[src/rtl/elastic.sv]
// -----------------------------------------------------------------------------
// elastic -- single-stage valid/ready pipeline buffer.
//
// Accepts words from an upstream valid/ready interface and presents them
// downstream one cycle later, in order, each exactly once. Holding a word
// keeps valid_o/data_o stable until the downstream side takes it.
//
// Build option (macro ELASTIC_SKID_EN):
//   undefined : one data register; ready_o = ~valid_o | ready_i, which is
//               combinational from ready_i.
//   defined   : main + skid register with an EMPTY/ONE/FULL state machine;
//               ready_o comes straight from a flop, so there is no
//               combinational path from ready_i or valid_i to ready_o.
//
// Parameters:
//   width_p          data path width in bits
//   datapath_reset_p 1: data registers clear on reset; 0: they keep contents
//
// Ports:
//   clk_i    in   clock, all state updates on the rising edge
//   reset_i  in   synchronous, active-high reset
//   data_i   in   upstream data          (width_p)
//   valid_i  in   upstream data valid
//   ready_o  out  block accepts data this cycle
//   valid_o  out  downstream data valid
//   data_o   out  downstream data        (width_p)
//   ready_i  in   downstream accepts data this cycle
// -----------------------------------------------------------------------------
module elastic #(
    parameter int width_p          = 8,
    parameter bit datapath_reset_p = 1'b0
) (
    input  logic               clk_i,
    input  logic               reset_i,
    input  logic [width_p-1:0] data_i,
    input  logic               valid_i,
    output logic               ready_o,
    output logic               valid_o,
    output logic [width_p-1:0] data_o,
    input  logic               ready_i
);

`ifdef ELASTIC_SKID_EN

    typedef enum logic [1:0] {
        EMPTY = 2'd0,
        ONE   = 2'd1,
        FULL  = 2'd2
    } state_t;

    state_t             r_state;
    state_t             w_state_nxt;
    logic               r_ready;
    logic               r_valid;
    logic [width_p-1:0] r_main;
    logic [width_p-1:0] r_skid;

    logic w_in_xfer;
    logic w_out_xfer;
    logic w_load_main_in;
    logic w_load_main_skid;
    logic w_load_skid;

    assign w_in_xfer  = valid_i & r_ready;
    assign w_out_xfer = r_valid & ready_i;

    // NOTE: every output of this block gets a default first, so no path
    // leaves a variable unassigned and no latch is inferred.
    always_comb begin
        w_state_nxt      = r_state;
        w_load_main_in   = 1'b0;
        w_load_main_skid = 1'b0;
        w_load_skid      = 1'b0;
        unique case (r_state)
            EMPTY: begin
                if (w_in_xfer) begin
                    w_state_nxt    = ONE;
                    w_load_main_in = 1'b1;
                end
            end
            ONE: begin
                if (w_in_xfer && !w_out_xfer) begin
                    // Head word stays put; the newcomer waits in skid.
                    w_state_nxt = FULL;
                    w_load_skid = 1'b1;
                end else if (!w_in_xfer && w_out_xfer) begin
                    w_state_nxt = EMPTY;
                end else if (w_in_xfer && w_out_xfer) begin
                    // Pass-through: new word replaces the departing one.
                    w_load_main_in = 1'b1;
                end
            end
            FULL: begin
                if (w_out_xfer) begin
                    w_state_nxt      = ONE;
                    w_load_main_skid = 1'b1;
                end
            end
            default: w_state_nxt = EMPTY;
        endcase
    end

    // ready/valid are registered copies of the next state's decode, so the
    // outputs leave a flop directly.
    // NOTE: sequential state uses non-blocking assignments so every flop
    // samples values from before the edge, independent of statement order.
    always_ff @(posedge clk_i) begin
        if (reset_i) begin
            r_state <= EMPTY;
            r_ready <= 1'b1;
            r_valid <= 1'b0;
        end else begin
            r_state <= w_state_nxt;
            r_ready <= (w_state_nxt != FULL);
            r_valid <= (w_state_nxt != EMPTY);
        end
    end

    // NOTE: data registers need no reset for correctness (valid qualifies
    // them); clearing them is optional and controlled by datapath_reset_p.
    always_ff @(posedge clk_i) begin
        if (reset_i) begin
            if (datapath_reset_p) begin
                r_main <= '0;
                r_skid <= '0;
            end
        end else begin
            if (w_load_main_in) begin
                r_main <= data_i;
            end else if (w_load_main_skid) begin
                r_main <= r_skid;
            end
            if (w_load_skid) begin
                r_skid <= data_i;
            end
        end
    end

    assign ready_o = r_ready;
    assign valid_o = r_valid;
    assign data_o  = r_main;

`else

    logic               r_valid;
    logic [width_p-1:0] r_data;
    logic               w_ready;
    logic               w_in_xfer;

    // Space exists when empty, or when the held word leaves this cycle.
    assign w_ready   = ~r_valid | ready_i;
    assign w_in_xfer = valid_i & w_ready;

    always_ff @(posedge clk_i) begin
        if (reset_i) begin
            r_valid <= 1'b0;
        end else if (w_in_xfer) begin
            r_valid <= 1'b1;
        end else if (ready_i) begin
            r_valid <= 1'b0;
        end
    end

    always_ff @(posedge clk_i) begin
        if (reset_i) begin
            if (datapath_reset_p) begin
                r_data <= '0;
            end
        end else if (w_in_xfer) begin
            r_data <= data_i;
        end
    end

    assign ready_o = w_ready;
    assign valid_o = r_valid;
    assign data_o  = r_data;

`endif

endmodule

[config.mk]
export PLATFORM = sky130hd
export DESIGN_NAME = elastic
export DESIGN_NICKNAME = d
export VERILOG_FILES = /design/src/rtl/elastic.sv
export SDC_FILE = /design/constraint.sdc
export NUM_CORES = 1
export LEC_CHECK = 0
export BUFFER_PORTS_ARGS = -buffer_cell sky130_fd_sc_hd__buf_2
export CAP_MARGIN = 20
export CORE_AREA = 2 2 39 41
export DETAILED_ROUTE_END_ITERATION = 8
export DIE_AREA = 0 0 41 43
export PLACE_DENSITY = 0.47
export SLEW_MARGIN = 20
export SYNTH_ARGS = -nofsm -noshare
export SYNTH_HDL_FRONTEND = slang
export SYNTH_SLANG_ARGS = --single-unit
export TNS_END_PERCENT = 100
[constraint.sdc]
create_clock -name clk_i -period 2.62 [get_ports clk_i]
set_input_delay 0.393 -clock clk_i [delete_from_list [all_inputs] [get_ports clk_i]]
set_output_delay 0.393 -clock clk_i [all_outputs]
set_load 0.03 [all_outputs]
* Word level (Yosys, flattened, before mapping) *
Index checks and enable logic that the tools add are counted.

word-level totals
  bits in registers = 9
  latch bits = 0
  RAM bits = 0
  bits in read-only memories = 0
  input port bits = 12
  output and inout port bits = 10
  logic and storage cells = 10
  memories kept = 0

cells by class
  $add $sub $neg = 0
  multipliers = 0
  div/mod/pow operators = 0
  magnitude comparators = 0
  equality and inequality tests = 0
  shift operators = 0
  mux-type cells = 2
  bitwise gates (word level) = 4
  reduce and logical (&&, ||, !) cells = 2

operators by type and width
  kind                 number
  2-to-1 mux 1 bit     2
  NOT 1 bit            2
  AND reduction 2 bit  1
  nonzero test 2 bit   1
  bitwise AND 1 bit    1
  bitwise OR 1 bit     1

* Logic depth before layout (Yosys ltp) *
Gate-level depths: netlist of run 1.

  depth in word-level cells = 4
  depth in mapped cells = 2
  gate-level depth less buffers = 2

* Worst setup path after synthesis of run 1 *
No wires, ideal clock.

  kind = register -> register
  from = register r_valid, in the netlist valid_o
  to = register r_data[0], in the netlist data_o[0] (enable)
  arrival time = 1025 ps
  slack = 1225 ps
  cell stages (with the launch flop) = 3
  path buffers = 0
  clock period less this slack = 1395 ps
  cells stage by stage = dfxtp_1 > nand2b_4 > nor3b_2

between the ends
  word-level cells in the longest chain between the ends = 4

RTL lines
  what                                  line  text
  start: declaration                    145   logic r_valid;
  start signal: assignment              156   r_valid <= 1'b0;
  start signal: assignment              158   r_valid <= 1'b1;
  start signal: assignment              160   r_valid <= 1'b0;
  NOT 1 bit                             151   assign w_ready = ~r_valid | ready_i;
  bitwise OR 1 bit                      151
  named net ready_o                     37    output logic ready_o,
  bitwise AND 1 bit                     152   assign w_in_xfer = valid_i & w_ready;
  AND reduction 2 bit (no source line)  n/a
  end signal: assignment                170   r_data <= data_i;
  end: declaration                      146   logic [width_p-1:0] r_data;

The timed path passes the listed nets, and every way through them passes these cells.
A chain may end at the register's enable or synchronous reset.

* Worst setup path after layout of run 1 *
  from = register r_valid, in the netlist valid_o
  to = register r_data[7], in the netlist data_o[7] (enable)

between the ends
  word-level cells in the longest chain between the ends = 4

RTL lines
  what                                  line
  NOT 1 bit                             151
  bitwise OR 1 bit                      151
  bitwise AND 1 bit                     152
  AND reduction 2 bit (no source line)  n/a

No other way between the ends.

==> results of run 1 <==
==> worst reg2reg max path, stage by stage (launching register included) <==
cell	delay (ps)
dfxtp_1	330
nand2b_4	70
nor3b_2	500
==> metrics by stage <==
| step | hold slack [ps] | setup WS [ps] |
|---|---|---|
| final | 316 | 1350 |
| after detailed placement | 496 | 1140 |
| after global routing | 299 | 1260 |
| after floorplan | 462 | 1230 |
| after global placement | 486 | 1190 |
| after CTS | 308 | 1330 |
==> sequential cells by signal, indices dropped and copies added, names as in the netlist <==
register  count
data_o        8
valid_o       1
==> cells in the mapped netlist <==
cell type	n	area, um2
edfxtp_1	8	240
a21oi_1	1	5.00
dfxtp_1	1	20.0
inv_1	1	3.75
nand2b_4	1	13.8
nor3b_2	1	12.5
==> per-layer routing <==
metal  routed length [um]  part of all wire  GRT usage  vias to the layer above
met3                  153              0.26     0.0576                        0
met5                    0                 0          0                        -
met1                  214              0.37     0.0743                       78
met4                    0                 0     0.0800                        0
met2                  215              0.37     0.0969                       22
li1                     -                 -          -                       98
==> cells in the final DEF (no fill, tap or decap) <==
cell	n
inv_1	1
clkbuf_4	3
clkbuf_1	1
buf_2	21
nor3b_2	1
nand2b_4	1
edfxtp_1	8
dfxtp_1	1
a21oi_1	1
==> worst max-delay path by stage <==
stage / to / slack, ps / depth (start not counted)
after floorplan: data_o[0] / 1230 / 2
after global placement: data_o[7] / 1190 / 3
after detailed placement: data_o[7] / 1140 / 3
after CTS: data_o[7] / 1330 / 2
after global routing: data_o[7] / 1260 / 2
final: data_o[7] / 1350 / 2
==> power breakdown <==
group | leakage, nW | internal (W) | switching [W] | total, W
Clock | 0.0150 | 0.0000583 | 0.0000424 | 0.000101
Sequential | 0.0830 | 0.000164 | 0.00000192 | 0.000166
Combinational | 0.100 | 0.0000125 | 0.0000219 | 0.0000343
==> cells by family (layout without fill, tap and decap cells) <==
logic type | Yosys count | after routing | synth area share
AO/OA/AOI/OAI | 1 | 1 | 0.0169
flip-flops | 9 | 9 | 0.881
buffers and inverters | 1 | 26 | 0.0127
AND/OR/NAND/NOR | 2 | 2 | 0.0890
==> cell type report <==
cell class	count	area [um2]	area share
inverter	1	3.75	0.00840
timing repair buffer	21	105	0.235
clock buffer	4	26.3	0.0588
tap	16	20.0	0.0448
multi-input combinational	3	31.3	0.0700
sequential	9	260	0.583
==> run summary, run 1 <==
setup TNS -> 0 ps
hold path cells -> 1
I/O pins -> 22
routed wire length per instance -> 10.8 um
number of global-route vias before repair -> 199
crit-path leading delay family -> simple AND/OR/NAND/NOR gates
DP Area -> 420 um2
Syn-to-layout area delta -> 51.3%
Slew headroom -> 0.605
Worst R2R Start -> valid_o
max_cap viols -> 0
Warnings, synthesis -> 0
synthesized area -> 295 um2
clock buffer count from CTS -> 3
worst path arrival time -> 1160 ps
Layout Utilization -> 0.323
dpl cells -> 50
# rows -> 14
Worst-path clk slew -> 60 ps
first drt pass iteration count -> 2
FMAX -> 0.787 GHz
Critical Path Start Type -> flop
first-pass GRT wire length -> 814 um
Tot Pwr -> 0.000301 W
final WL -> 583 um
vias per cell -> 3.67
Inserted Diodes -> 0
Initial Utilization -> 0.213
CP startpoint -> valid_o
fillers -> 140
CTS sink cnt -> 9
final setup vio count -> 0
hold crit path type -> input port to flop
worst-path fanout max -> 8
worst flop-to-flop path endpoint -> data_o[7]
non-filler cells, final -> 54
Vias -> 198
fraction of final layout cells sized beyond drive strength 1 -> 0.684
r2r setup slk -> 1350 ps
Chip Width -> 41 um
crit share post-route -> 0.485
die area -> 1760 um2
final hold violation count -> 0
Synth cell types -> 6
H-tree depth -> 1
syn nets -> 25
Post-Synthesis Cells -> 13
hold buffer count at CTS -> 0
Clk Latency, worst-skew pair -> 250 ps
crit-path max cell delay -> 500 ps
sequential element share of the synthesized area -> 0.881
hold endpoint -> data_o[2]
nets@finish -> 51
largest vdd supply drop -> 0.202 mV
skew final -> 0.285 ps
PwrDens -> 673 nW/um2
worst endpoint required time -> 2510 ps
Tmin final -> 1270 ps
post-cts gate resize count -> 0
Final Max Tran Viols -> 0
final instance area -> 447 um2
worst slew pin tran -> 590 ps
crit path cell chain -> nand2b_4, nor3b_2
critical path class -> flop to flop
Placer Congestion -> 0.613
status -> finished clean
hold_sp -> data_i[2]
PortBufs -> 21
initial drt markers -> 1
Synth Register Bits -> 9
unrepaired setup endpoints after global routing -> no
antenna violations before repair -> 0
Buf/Inv on CP -> 0
largest net degree at the start of global routing -> 9
Setup crit end kind -> flop
core area -> 1380 um2
antenna viol nets, final -> 0
gr usage total -> 0.0775
CTS Buffer Depth -> 2
R2R cell count -> 2
drt drc -> 0
Worst path slowest cell -> nor3b_2
gr ovfl total -> 0
clock root buffer -> clkbuf_4
synthesized area per cell -> 22.7 um2
die height -> 43 um
setup bufs post-CTS -> 0
Lkg Pwr -> 0.198 nW
TritonCTS clock tree -> yes
No activity file was read; power rests on OpenSTA's default activity.
==> run 2: changes to the inputs <==
Settings changed: ABC_AREA set to 1, PLACE_DENSITY 0.47 to 0.49.
Clock period 2.62 ns to 1.05 ns, I/O delays scaled along.
==> run summary, run 2 <==
Warnings, synthesis -> 0
Post-synth ARST share -> 0
largest vdd supply drop -> 0.579 mV
synthesized area -> 297 um2
worst flop-to-flop path endpoint -> data_o[4]
Layout Utilization -> 0.332
fillers -> 142
first drt pass iteration count -> 2
final hold violation count -> 0
post-cts gate resize count -> 0
leading cell types in the layout, fill and taps excluded -> buf_2 (21), edfxtp_1 (8), clkbuf_4 (3)
routed wire length per instance -> 8.78 um
Placer Congestion -> 0.548
setup TNS -> 0 ps
crit-path max cell delay -> 340 ps
worst path arrival time -> 830 ps
I/O pins -> 22
final setup vio count -> 0
DP Area -> 433 um2
Tot Pwr -> 0.000761 W
Worst R2R Start -> valid_o
Syn-to-layout area delta -> 54.9%
Largest register FFs -> 8
# rows -> 14
H-tree depth -> 1
Vias -> 217
nets@finish -> 55
Final Max Tran Viols -> 0
crit share post-route -> 0.941
hold buffer count at CTS -> 0
hold endpoint -> data_o[6]
vias per cell -> 3.74
clock buffer count from CTS -> 3
drt drc -> 0
worst slew pin tran -> 238 ps
max_cap viols -> 0
initial drt markers -> 2
Worst path slowest cell -> dfxtp_2
commonest non-fill, non-tap cell in the layout -> buf_2
Pint -> 0.000586 W
hold crit path type -> input port to flop
Critical Path Start Type -> flop
Clk network pwr share -> 0.334
FF+latch area -> 262 um2
worst-path fanout max -> 3
syn nets -> 29
PwrDens -> 1660 nW/um2
die height -> 43 um
Synth Register Bits -> 9
gr ovfl total -> 0
Slew headroom -> 0.841
ys flop type -> edfxtp_1
hold path cells -> 1
Chip Width -> 41 um
setup bufs post-CTS -> 0
crit path cell chain -> nand2_4, buf_2
number of global-route vias before repair -> 223
unrepaired setup endpoints after global routing -> no
Synth top area share -> 0.810
post-synth top area cell -> edfxtp_1
FMAX -> 1.01 GHz
antenna violations before repair -> 0
Clk Latency, worst-skew pair -> 250 ps
skew final -> 0.439 ps
clock root buffer -> clkbuf_4
Initial Utilization -> 0.214
TritonCTS clock tree -> yes
critical path class -> flop to primary output
Setup crit end kind -> primary output
fraction of final layout cells sized beyond drive strength 1 -> 0.667
Lkg Pwr -> 0.217 nW
core area -> 1380 um2
gr usage total -> 0.0714
sequential element share of the synthesized area -> 0.878
Worst-path clk slew -> 60 ps
worst endpoint required time -> 890 ps
hold_sp -> data_i[6]
R2R cell count -> 3
Sw Share -> 0.230
Comb power frac -> 0.120
final WL -> 509 um
CTS sink cnt -> 9
EDFF count, synth -> 8
switching pwr -> 0.000175 W
final instance area -> 459 um2
die area -> 1760 um2
first-pass GRT wire length -> 772 um
Post-Synthesis Cells -> 17
Synth cell types -> 8
count leader, synth -> edfxtp_1
status -> finished clean
r2r setup slk -> 110 ps
Sequential Power Share -> 0.546
Inserted Diodes -> 0
CTS Buffer Depth -> 2
PortBufs -> 21
Fin Hold WS -> 78.1 ps
Synth area leaders -> edfxtp_1 (81%), dfxtp_1 (6.8%), inv_1 (2.5%), nand2_1 (2.5%), nand2_2 (2.1%)
antenna viol nets, final -> 0
Post-synth top cells -> edfxtp_1 (8), inv_1 (2), nand2_1 (2)
Tmin final -> 988 ps
largest net degree at the start of global routing -> 9
Multi-input gate area -> 35.0 um2
synthesized area per cell -> 17.4 um2
==> run 2: cells by family (layout without fill, tap and decap cells) <==
family / after synthesis / after routing / share of synthesized area
and+or+nand+nor: 5 / 5 / 0.0844
DFF: 9 / 9 / 0.878
buffers and inverters: 3 / 28 / 0.0380
==> run 2: final cells by class <==
class,instances,share of cell area
timing repair buffer,21,0.229
multi-input combinational,5,0.0763
inverter,3,0.0245
tap,16,0.0436
sequential,9,0.569
clock buffer,4,0.0572
==> run 2: worst max path at each step <==
stage               startpoint        end  slack [ps]  cells past startpoint
floorplan              valid_o  data_o[0]          10                      3
global placement       reset_i  data_o[4]          70                      4
detailed placement     reset_i  data_o[4]          60                      4
CTS                    valid_o    ready_o          40                      2
global route           valid_o    ready_o          20                      2
finish                 valid_o    ready_o          60                      2
==> run 2: power by group through the flow <==
stage	Combinational (W)	Sequential (W)	Clock, W
finish	0.0000911	0.000416	0.000254
global route	0.0000990	0.000417	0.000284
CTS	0.0000925	0.000416	0.000269
detailed placement	0.0000923	0.000423	0
global placement	0.0000921	0.000423	0
floorplan	0.0000223	0.000456	0
==> run 2: critical path: cells and delay by family (launching register included) <==
| kind | cells | cell delay (ps) |
|---|---|---|
| flops | 1 | 340 |
| buf+inv | 1 | 190 |
| simple gates | 1 | 60 |
==> run 2: metal layers <==
| layer | vias up | wire length [um] | GRT usage | part of all wire |
|---|---|---|---|---|
| met5 | - | 0 | 0 | 0 |
| met4 | 0 | 0 | 0.0600 | 0 |
| met3 | 0 | 100 | 0.0524 | 0.20 |
| met2 | 18 | 210 | 0.100 | 0.41 |
| met1 | 90 | 198 | 0.0642 | 0.39 |
| li1 | 109 | - | - | - |
==> run 2: per-stage QoR <==
step                      setup slack (ps)  std cells
after floorplan                       13.5         17
after global placement                70.8         54
after detailed placement              61.7         54
after CTS                             45.0         58
after global routing                  21.7         58
final                                 62.3         58
